`src/rtl/pipeline_pkg.sv`:
```
`default_nettype none
// ============================================================================
// Module      : pipeline_pkg
// Description : Shared widths, arbiter FSM encoding and starvation default
//               used by the pipeline memory-port arbiter.
// Revision    : 1.0 - initial release
// ============================================================================
package pipeline_pkg;

  localparam int WORD_W           = 32;
  localparam int STARVE_LIMIT_DEF = 4;
  localparam int STARVE_W         = 3;

  typedef enum logic [1:0] {
    ST_IDLE      = 2'd0,
    ST_GRANT_IF  = 2'd1,
    ST_GRANT_MEM = 2'd2,
    ST_DONE      = 2'd3
  } arb_state_e;

endpackage
`default_nettype wire

```
`src/rtl/mem_port_arbiter.sv`:
```
`default_nettype none
// ============================================================================
// Module      : mem_port_arbiter
// Description : Arbitrates one single-ported memory between instruction fetch
//               and the MEM stage. MEM has priority, bounded by a starvation
//               counter so a waiting fetch is eventually served.
// Revision    : 1.0 - initial release
// ============================================================================
module mem_port_arbiter
  import pipeline_pkg::*;
#(
  parameter int WORD         = WORD_W,
  parameter int STARVE_LIMIT = STARVE_LIMIT_DEF
) (
  input  logic            Clock,
  input  logic            Reset_n,
  input  logic            IF_Req,
  input  logic [WORD-1:0] IF_Addr,
  output logic            IF_Ack,
  output logic [WORD-1:0] IF_Rdata,
  input  logic            MEM_MemRead,
  input  logic            MEM_MemWrite,
  input  logic [WORD-1:0] MEM_Addr,
  input  logic [WORD-1:0] MEM_Wdata,
  output logic            MEM_Ack,
  output logic [WORD-1:0] MEM_Rdata,
  output logic            Stall,
  output logic            Mem_Req,
  output logic            Mem_We,
  output logic [WORD-1:0] Mem_Addr,
  output logic [WORD-1:0] Mem_Wdata,
  input  logic            Mem_Ready,
  input  logic [WORD-1:0] Mem_Rdata
);

  localparam logic [STARVE_W-1:0] STARVE_MAX = STARVE_W'(STARVE_LIMIT);

  arb_state_e          state_q, state_d;
  logic                req_q, req_d;
  logic                we_q, we_d;
  logic [WORD-1:0]     addr_q, addr_d;
  logic [WORD-1:0]     wdata_q, wdata_d;
  logic [WORD-1:0]     if_rdata_q, if_rdata_d;
  logic [WORD-1:0]     mem_rdata_q, mem_rdata_d;
  logic                if_ack_q, if_ack_d;
  logic                mem_ack_q, mem_ack_d;
  logic [STARVE_W-1:0] starve_q, starve_d;

  logic mem_pend;
  logic starve_ok;

  assign mem_pend  = MEM_MemRead | MEM_MemWrite;
  assign starve_ok = (starve_q < STARVE_MAX);

  // Next-state, grant latching and completion capture.
  always_comb begin
    state_d     = state_q;
    req_d       = req_q;
    we_d        = we_q;
    addr_d      = addr_q;
    wdata_d     = wdata_q;
    if_rdata_d  = if_rdata_q;
    mem_rdata_d = mem_rdata_q;
    if_ack_d    = 1'b0;
    mem_ack_d   = 1'b0;
    starve_d    = starve_q;

    case (state_q)
      ST_IDLE: begin
        // MEM wins unless a waiting fetch has already been passed over
        // STARVE_LIMIT times; with no fetch waiting MEM always wins.
        if (mem_pend && (starve_ok || !IF_Req)) begin
          state_d = ST_GRANT_MEM;
          req_d   = 1'b1;
          we_d    = MEM_MemWrite;   // read+write together is a store
          addr_d  = MEM_Addr;
          wdata_d = MEM_Wdata;
          if (IF_Req && starve_ok) begin
            starve_d = starve_q + STARVE_W'(1);
          end
        end else if (IF_Req) begin
          state_d  = ST_GRANT_IF;
          req_d    = 1'b1;
          we_d     = 1'b0;
          addr_d   = IF_Addr;
          starve_d = '0;
        end
      end
      ST_GRANT_IF: begin
        if (Mem_Ready) begin
          state_d    = ST_DONE;
          req_d      = 1'b0;
          if_ack_d   = 1'b1;
          if_rdata_d = Mem_Rdata;
        end
      end
      ST_GRANT_MEM: begin
        if (Mem_Ready) begin
          state_d   = ST_DONE;
          req_d     = 1'b0;
          we_d      = 1'b0;
          mem_ack_d = 1'b1;
          if (!we_q) begin
            mem_rdata_d = Mem_Rdata;
          end
        end
      end
      default: begin
        // DONE: one ack cycle, requests deliberately ignored here.
        state_d = ST_IDLE;
      end
    endcase
  end

  // State and datapath registers; reset abandons any in-flight transaction.
  always_ff @(posedge Clock or negedge Reset_n) begin
    if (!Reset_n) begin
      state_q     <= ST_IDLE;
      req_q       <= 1'b0;
      we_q        <= 1'b0;
      addr_q      <= '0;
      wdata_q     <= '0;
      if_rdata_q  <= '0;
      mem_rdata_q <= '0;
      if_ack_q    <= 1'b0;
      mem_ack_q   <= 1'b0;
      starve_q    <= '0;
    end else begin
      state_q     <= state_d;
      req_q       <= req_d;
      we_q        <= we_d;
      addr_q      <= addr_d;
      wdata_q     <= wdata_d;
      if_rdata_q  <= if_rdata_d;
      mem_rdata_q <= mem_rdata_d;
      if_ack_q    <= if_ack_d;
      mem_ack_q   <= mem_ack_d;
      starve_q    <= starve_d;
    end
  end

  assign Mem_Req   = req_q;
  assign Mem_We    = we_q;
  assign Mem_Addr  = addr_q;
  assign Mem_Wdata = wdata_q;
  assign IF_Ack    = if_ack_q;
  assign IF_Rdata  = if_rdata_q;
  assign MEM_Ack   = mem_ack_q;
  assign MEM_Rdata = mem_rdata_q;
  assign Stall     = mem_pend & ~mem_ack_q;

endmodule
`default_nettype wire
```
`config.mk`:
```
export PLATFORM = sky130hd
export DESIGN_NAME = mem_port_arbiter
export DESIGN_NICKNAME = d
export VERILOG_FILES = /design/src/rtl/pipeline_pkg.sv /design/src/rtl/mem_port_arbiter.sv
export SDC_FILE = /design/constraint.sdc
export NUM_CORES = 1
export LEC_CHECK = 0
export ABC_CLOCK_PERIOD_IN_PS = 1650
export BUFFER_PORTS_ARGS = -buffer_cell sky130_fd_sc_hd__buf_4
export CAP_MARGIN = 20
export CELL_PAD_IN_SITES_DETAIL_PLACEMENT = 1
export CELL_PAD_IN_SITES_GLOBAL_PLACEMENT = 2
export CORE_AREA = 4 4 151 153
export CTS_BUF_LIST = sky130_fd_sc_hd__clkbuf_8
export CTS_CLUSTER_SIZE = 40
export DETAILED_ROUTE_END_ITERATION = 16
export DIE_AREA = 0 0 155 157
export HOLD_SLACK_MARGIN = 0.03
export PLACE_DENSITY = 0.8
export REMOVE_ABC_BUFFERS = 1
export SLEW_MARGIN = 5
export SYNTH_ARGS = -nofsm -noshare
export SYNTH_HDL_FRONTEND = slang
export SYNTH_SLANG_ARGS = --single-unit
export TNS_END_PERCENT = 50
```
`constraint.sdc`:
```
create_clock -name Clock -period 1.65 [get_ports Clock]
set_input_delay 0.33 -clock Clock [delete_from_list [all_inputs] [get_ports Clock]]
set_output_delay 0.33 -clock Clock [all_outputs]
set_load 0.005 [all_outputs]
```
==> results of run 1 <==
-- stage by stage --
step                      setup slack, ns  util [%]  area, sq um  power, mW
after global routing              0.00107      39.9         8610       17.3
after global placement              0.103      37.7         8130       13.0
after detailed placement           0.0443      37.7         8130       13.3
after floorplan                     -1.58         -         5530       9.08
final                              0.0699      39.9         8610       16.2
after CTS                          0.0405      39.7         8560       16.4
-- path summary, 6_finish.rpt --
path | startpoint | end | slack (ns) | cells past startpoint
setup / recovery | state_q[1] | MEM_Rdata[9] | 0.07 | 5
hold / removal | MEM_Wdata[14] | Mem_Wdata[14] | 0.12 | 2
setup reg to reg | state_q[1] | MEM_Rdata[9] | 0.07 | 5
hold reg to reg | Mem_Addr[13] | Mem_Addr[13] | 0.49 | 2
max in group asynchronous | Reset_n | starve_q[2] | 0.73 | 3
min in group asynchronous | Reset_n | Mem_Wdata[18] | 0.36 | 2
-- sequential cells by signal, indices dropped and copies added (netlist names) --
| register | count |
|---|---|
| IF_Rdata | 32 |
| MEM_Rdata | 32 |
| Mem_Addr | 32 |
| Mem_Wdata | 32 |
| starve_q | 3 |
| state_q | 2 |
| IF_Ack | 1 |
| MEM_Ack | 1 |
| Mem_Req | 1 |
| Mem_We | 1 |
-- layout make-up --
type,count,area [sq um],area share (%)
Inverter,4,15.0,0.174
Sequential cell,137,3430,39.8
Tap cell,280,350,4.07
Clock inverter,14,188,2.18
Clock buffer,17,234,2.72
Multi-Input combinational cell,229,2130,24.7
Timing Repair Buffer,285,2260,26.3
-- cells in the final DEF, fill, tap and decap left out, types with 2 or more instances in the layout --
cell	n
buf_12	8
clkinvlp_4	3
mux2i_1	34
buf_4	274
nor2b_1	2
ha_1	5
a31oi_1	3
nand2_1	38
inv_6	5
inv_8	2
dfrtp_1	137
clkbuf_8	17
inv_1	4
bufinv_16	3
o21ai_0	36
mux2_4	29
mux2_2	66
-- routing by layer --
| metal | wire (um) | GRT usage (%) | vias up |
|---|---|---|---|
| met5 | 0 | 0 | - |
| met4 | 170 | 3.53 | 0 |
| met3 | 1410 | 5.03 | 11 |
| met2 | 8330 | 22.8 | 178 |
| met1 | 6920 | 16.7 | 2048 |
| li1 | - | - | 1934 |
-- cell families (layout without fill, tap and decap cells) --
family                     after synthesis  count (layout)  synth area share [%]
AOI/OAI and AO/OA                       44              44                  4.42
adders and majority gates                5               5                  1.10
DFF                                    137             137                  60.0
buffers and inverters                   26             320                  3.48
and+or+nand+nor                         50              50                  4.20
muxes                                  130             130                  26.8
-- where the power goes --
group	leakage, nW	internal [mW]	total, mW	switching, mW
Clock	0.204	1.53	2.97	1.44
Combinational	2.40	4.40	7.08	2.68
Sequential	1.64	5.07	6.10	1.03
Total	4.25	11.0	16.2	5.15
-- timing repair --
| item | 4_1_cts | 5_1_grt |
|---|---|---|
| hold buffers | 1 | 0 |
| hold endpoints to repair | 29 | 0 |
| resized for setup | 0 | 4 |
| endpoints found under the setup margin | 0 | 33 |
==> flow_summary.json, run 1 <==
{
  "status": "complete, no violations",
  "drive_gt1_share_pct": 60.9,
  "ys_types": 30,
  "min_path_type": "primary input to flop",
  "synth_edf_count": 0,
  "antenna_found_initial": 0,
  "cts_setup_buffers": 0,
  "ys_seq_elements": 137,
  "dieWidth_um": 155,
  "power.density_nw_per_um2": 1880,
  "synth_top_area_share_pct": 60.0,
  "grt_pass1_vias": 4703,
  "slowest_stage": "dfrtp_1",
  "antenna_cells": 0,
  "cts_sinks": 137,
  "htreeDepth": 4,
  "wirelength_mm": 16.8,
  "required_ns": 1.96,
  "pin_count": 267,
  "die-area_sq_um": 24300,
  "grt_max_degree": 55,
  "setup_viol": 0,
  "clockRootBuffer": "clkbuf_8",
  "max_stage_delay_ns": 0.42,
  "rsz0062_at_grt": "no",
  "dp_hpwl_mm": 12.9,
  "slew_violations": 0,
  "worstPathCellList": "ha_1, and2_4, nand2b_4, clkbuf_16, mux2_2",
  "p_leak_nw": 4.25,
  "avgViaCountPerCell": 4.32,
  "grt_usage_pct": 13.6,
  "start_util_pct": 26.5,
  "critical_path_arrival_ns": 1.89,
  "drv_cap": 0,
  "wl_per_cell_um": 17.4,
  "ys_top_cells_by_area": "dfrtp_1 (60%), mux2_2 (13%), mux2_4 (7.6%), mux2i_1 (6.0%), o21ai_0 (3.2%)",
  "min_period_ns": 1.58,
  "fmax_mhz": 633,
  "relSlewSlack_pct": 75.6,
  "io_buffers": 266,
  "nNetsFinal": 813,
  "final.setup.tns_ns": 0,
  "vias": 4171,
  "yosysSeqAreaShare_pct": 60.0,
  "netlist_area_sq_um": 5710,
  "end_kind": "flop",
  "synth_most_common_cell": "dfrtp_1",
  "path_class": "flop to flop",
  "fillCellCount": 2310,
  "synth_common_cells": "dfrtp_1 (137), mux2_2 (66), nand2_1 (38), o21ai_0 (36), mux2i_1 (34)",
  "min_period_over_period_pct": 95.8,
  "clockBufferDepth": 2,
  "yosys_warnings": 0,
  "ir_drop_v": 0.000580,
  "cts_tree": "yes",
  "grt_pass1_wl_mm": 26.2,
  "placed_cells": 933,
  "worst_slew_pin_slew_ns": 0.366,
  "synth_flop_cell": "dfrtp_1",
  "rows": 54,
  "synth_top_cell_by_area": "dfrtp_1",
  "die_h_um": 157,
  "drt_iter0_drc": 97,
  "clk_pin_slew_worst_paths_ns": 0.09,
  "gp_congestion": 0.832,
  "critPathLaunchType": "flop",
  "hold_viol": 0,
  "fin_cells": 966,
  "drtAntennaViolNets": 0,
  "async_flop_share_pct": 100,
  "avgSynthCellArea_sq_um": 14.6,
  "synth_cells": 392,
  "path_buf_inv": 1,
  "core_region_area_sq_um": 21600,
  "crit_family": "flip-flops",
  "fin_skew_ns": 0.0122,
  "clk_latency_ns": 0.44,
  "cts_buffers": 17,
  "overflow": 0,
  "drcViolationCount": 0,
  "syn2layout_area_growth_pct": 50.7,
  "hold_ws_ns": 0.124,
  "dr.pass1.iters": 3,
  "cp_max_fo": 16
}
Power figures use the tool's default switching activity.
==> inputs of run 2 (changes only) <==
- CORE_AREA: 4 4 151 153 -> 2 2 149 151
- DIE_AREA: 0 0 155 157 -> 0 0 151 153
- GPL_TIMING_DRIVEN: unset -> 0
==> flow_summary.json, run 2 (synthesis results as in run 1) <==
{
  "slowest_stage": "dfrtp_1",
  "end_kind": "flop",
  "clockRootBuffer": "clkbuf_8",
  "worst_slew_pin_slew_ns": 0.494,
  "drive_gt1_share_pct": 61.1,
  "drv_cap": 0,
  "gp_congestion": 0.777,
  "dr_wl_met3_mm": 1.27,
  "slew_violations": 0,
  "setup_ws_ns": 0.0598,
  "r2r-end": "MEM_Rdata[23]",
  "mostFrequentLayoutCells": "buf_4 (267), dfrtp_1 (137), mux2_2 (66)",
  "power.density_nw_per_um2": 1900,
  "wirelength_mm": 16.3,
  "die_h_um": 153,
  "final_common_cell": "buf_4",
  "antenna_cells": 0,
  "syn2layout_area_growth_pct": 51.1,
  "grt_pass1_wl_mm": 24.8,
  "routed.top_layer": "met4",
  "dp_hpwl_mm": 11.8,
  "place_ws_ns": -0.594,
  "power_mw": 16.4,
  "die-area_sq_um": 23100,
  "path_class": "flop to flop",
  "hold_ws_ns": 0.116,
  "clockBufferDepth": 2,
  "core_region_area_sq_um": 21500,
  "dieWidth_um": 151,
  "wl_met2_mm": 8.13,
  "drt_iter0_drc": 68,
  "cts_sinks": 137,
  "required_ns": 1.97,
  "drcViolationCount": 0,
  "p_leak_nw": 4.24,
  "crit_end": "MEM_Rdata[23]",
  "grt_usage_pct": 13.9,
  "grt_max_degree": 90,
  "fmax_mhz": 629,
  "pin_count": 267,
  "io_buffers": 266,
  "rsz0062_at_grt": "no",
  "fin_skew_ns": 0.0131,
  "dpl-instance-area_sq_um": 8000,
  "design_area_sq_um": 8630,
  "clk_pin_slew_worst_paths_ns": 0.09,
  "status": "complete, no violations",
  "dr.pass1.iters": 4,
  "r2r-start": "state_q[1]",
  "critPathLaunchType": "flop",
  "cts_tree": "yes",
  "grt_pass1_vias": 4511,
  "ir_drop_v": 0.000611,
  "critical_path_arrival_ns": 1.91,
  "htreeDepth": 4,
  "rr_worst_depth": 5,
  "cp_max_fo": 16,
  "worstPathCellList": "ha_2, and2_4, nand2b_4, buf_12, mux2_2",
  "overflow": 0,
  "vias": 4138,
  "antenna_found_initial": 0,
  "min_period_ns": 1.59,
  "worst-r2r-setup-slack_ns": 0.06,
  "min_path_type": "primary input to flop",
  "drtAntennaViolNets": 0,
  "clk_latency_ns": 0.44,
  "wl_met1_mm": 6.67,
  "max_stage_delay_ns": 0.43,
  "nNetsFinal": 808,
  "setup_viol": 0,
  "rows": 54,
  "cts_buffers": 17,
  "relSlewSlack_pct": 67.1,
  "fillCellCount": 2332,
  "wl_per_cell_um": 16.9,
  "cp-startpoint": "state_q[1]",
  "hold_viol": 0,
  "avgViaCountPerCell": 4.30,
  "start_util_pct": 26.6,
  "min_period_over_period_pct": 96.4
}
==> run 2: cell count changes in the layout (fill, tap and decap cells not counted), moves of 2 or more <==
cell	previous run	this run
buf_8	0	2
buf_12	8	5
ha_1	5	3
inv_2	0	2
buf_4	274	267
==> run 2: routing by layer <==
metal	global-route usage, %	vias up
met5	0	-
met4	3.83	0
met3	4.81	12
met2	23.8	177
met1	16.5	2025
li1	-	1924
==> run 2: worst min path at each step <==
stage | from | end | depth (start not counted)
5_1_grt | MEM_Wdata[24] | Mem_Wdata[24] | 2
2_1_floorplan | Reset_n | IF_Ack | 0
3_3_place_gp | Mem_Addr[12] | Mem_Addr[12] | 2
6_report | MEM_Wdata[13] | Mem_Wdata[13] | 2
3_5_place_dp | Reset_n | Mem_Wdata[11] | 1
4_1_cts | MEM_Wdata[24] | Mem_Wdata[24] | 2
==> run 2: power by group <==
part	total, mW	switching [mW]	leakage, nW	internal, mW
logic	7.20	2.74	2.37	4.46
registers	6.03	0.966	1.64	5.06
clock network	3.18	1.49	0.223	1.69
==> run 2: what timing repair did <==
item                                    4_1_cts  5_1_grt
gates cloned                                  1        2
resized for setup                             7        4
hold buffers                                  1        0
hold endpoints to repair                     48        0
setup buffers                                 4        1
pin swaps                                     2        0
endpoints found under the setup margin      133       39
==> run 2: metrics by stage <==
stage                     instances  util (%)  TNS [ns]
final                           962      40.2         0
after global routing            962      40.2         0
after CTS                       959      39.9     -1.00
after detailed placement        921      37.2    -34.28
after global placement          916      36.7   -190.68
after floorplan                 370         -    -82.50
==> run 2: cell type report <==
cell class,instances,area (sq um),area share [%]
Timing Repair Buffer,279,2220,25.7
Sequential cell,137,3430,39.7
Clock inverter,15,214,2.48
Multi-Input combinational cell,230,2170,25.2
Clock buffer,17,234,2.71
Inverter,4,15.0,0.174
Tap cell,280,350,4.06
==> run 2: critical path: cells and delay by family, from the launching register on <==
family        cells  cell delay [ns]
flops             1             0.43
fa+ha+maj         1             0.21
mux               1             0.35
buf+inv           1             0.18
simple gates      2             0.29
==> inputs of run 3 (changes only) <==
- CAP_MARGIN: 20 -> unset
- CTS_BUF_LIST: sky130_fd_sc_hd__clkbuf_8 -> sky130_fd_sc_hd__clkbuf_16
- CTS_CLUSTER_SIZE: 40 -> 14
==> flow_summary.json, run 3 (synthesis results as in run 1) <==
{
  "antenna_cells": 0,
  "wl_met2_mm": 8.00,
  "drt_iter0_drc": 71,
  "critical_path_arrival_ns": 1.87,
  "min_path_type": "primary input to flop",
  "io_buffers": 266,
  "fmax_mhz": 634,
  "rows": 54,
  "end_kind": "flop",
  "dieWidth_um": 151,
  "drive_gt1_share_pct": 61.2,
  "fin_cells": 963,
  "syn2layout_area_growth_pct": 54.2,
  "mostFrequentLayoutCells": "buf_4 (270), dfrtp_1 (137), mux2_2 (66)",
  "htreeDepth": 4,
  "rsz0062_at_grt": "yes",
  "dp_hpwl_mm": 11.8,
  "slew_violations": 0,
  "wirelength_mm": 16.2,
  "worstPathCellList": "ha_2, and2_4, nand2b_4, buf_12, mux2_2",
  "routed.top_layer": "met4",
  "drcViolationCount": 0,
  "clk_pin_slew_worst_paths_ns": 0.06,
  "grt_max_degree": 90,
  "clockBufferDepth": 2,
  "p_leak_nw": 4.32,
  "cts_sinks": 137,
  "grt_pass1_vias": 4518,
  "grt_usage_pct": 14.0,
  "setup_viol": 0,
  "grt_pass1_wl_mm": 25.0,
  "min_period_over_period_pct": 95.7,
  "drv_cap": 0,
  "min_from": "MEM_Wdata[24]",
  "core_region_area_sq_um": 21500,
  "antenna_found_initial": 0,
  "wl_met1_mm": 6.53,
  "cts_tree": "yes",
  "gp_congestion": 0.777,
  "die-area_sq_um": 23100,
  "avgViaCountPerCell": 4.33,
  "clk_latency_ns": 0.41,
  "critPathLaunchType": "flop",
  "power_mw": 17.3,
  "worst_slew_pin_slew_ns": 0.497,
  "cts_buffers": 17,
  "relSlewSlack_pct": 66.9,
  "final_common_cell": "buf_4",
  "dr.pass1.iters": 4,
  "cp_max_fo": 16,
  "path_class": "flop to flop",
  "overflow": 0,
  "cp-startpoint": "state_q[1]",
  "drtAntennaViolNets": 0,
  "crit_family": "flip-flops",
  "nNetsFinal": 809,
  "wl_per_cell_um": 16.8,
  "placed_cells": 921,
  "fillCellCount": 2310,
  "status": "complete, no violations",
  "ir_drop_v": 0.000587,
  "min_period_ns": 1.58,
  "r2r-start": "state_q[1]",
  "clockRootBuffer": "clkbuf_16",
  "die_h_um": 153,
  "max_stage_delay_ns": 0.42,
  "slowest_stage": "dfrtp_1",
  "dr_wl_met3_mm": 1.38,
  "start_util_pct": 26.6,
  "required_ns": 1.94,
  "vias": 4167,
  "hold_viol": 0,
  "path_buf_inv": 1,
  "power.density_nw_per_um2": 1970,
  "pin_count": 267,
  "fin_skew_ns": 0.00833
}
[run 3: changes by cell type in the layout (fill, tap and decap cells not counted)]
cell | before | now
buf_12 | 5 | 3
buf_4 | 267 | 270
clkbuf_16 | 1 | 18
clkbuf_8 | 17 | 0
[run 3: worst register-to-register path, delay by kind of cell, from the launching register on]
kind / cells / cell delay, ns
buffers and inverters: 1 / 0.17
muxes: 1 / 0.36
DFF: 1 / 0.42
adders and majority gates: 1 / 0.22
and+or+nand+nor: 2 / 0.29
[run 3: final timing paths]
path / end / slack (ns) / cells past startpoint
setup / recovery: MEM_Rdata[16] / 0.07 / 5
hold / removal: Mem_Wdata[24] / 0.15 / 2
setup reg to reg: MEM_Rdata[16] / 0.07 / 5
hold reg to reg: Mem_Addr[8] / 0.48 / 2
max in group asynchronous: MEM_Rdata[22] / 0.41 / 3
min in group asynchronous: Mem_Wdata[11] / 0.42 / 2
[run 3: final cells by class]
class | count | area (sq um) | share of cell area [%]
Clock inverter | 15 | 214 | 2.43
Sequential cell | 137 | 3430 | 38.9
Tap cell | 280 | 350 | 3.98
Clock buffer | 17 | 425 | 4.83
Inverter | 4 | 15.0 | 0.170
Multi-Input combinational cell | 230 | 2170 | 24.7
Timing Repair Buffer | 280 | 2200 | 25.0
[run 3: per-layer routing]
layer	vias to the layer above	track usage, %
li1	1931	-
met1	2026	16.5
met2	189	23.6
met3	21	5.01
met4	0	4.67
met5	-	0
[run 3: metrics by stage]
stage	util [%]	TNS [ns]	hold slack, ns	setup WS [ns]	cell area [sq um]
global route	41.0	-0.00141	0.118	-0.00141	8810
finish	41.0	0	0.147	0.0716	8810
floorplan	-	-82.50	0.0344	-1.58	5530
CTS	40.7	-0.970	0.121	-0.0434	8750
detailed placement	37.2	-34.28	0.303	-0.594	8000
global placement	36.7	-190.68	0.465	-2.49	7880
[run 3: timing repair]
item	CTS	global route
buffers inserted	5	1
gates cloned	1	2
resized for setup	7	4
endpoints found under the setup margin	133	41
hold endpoints to repair	48	0
hold buffers	1	0
pin swaps	2	0
[run 3: power by group]
group	total [mW]	leakage [nW]	internal, mW	switching (mW)
clock	4.16	0.311	2.57	1.59
combinational	7.13	2.37	4.42	2.72
sequential	6.04	1.64	5.08	0.968
total	17.3	4.32	12.1	5.28
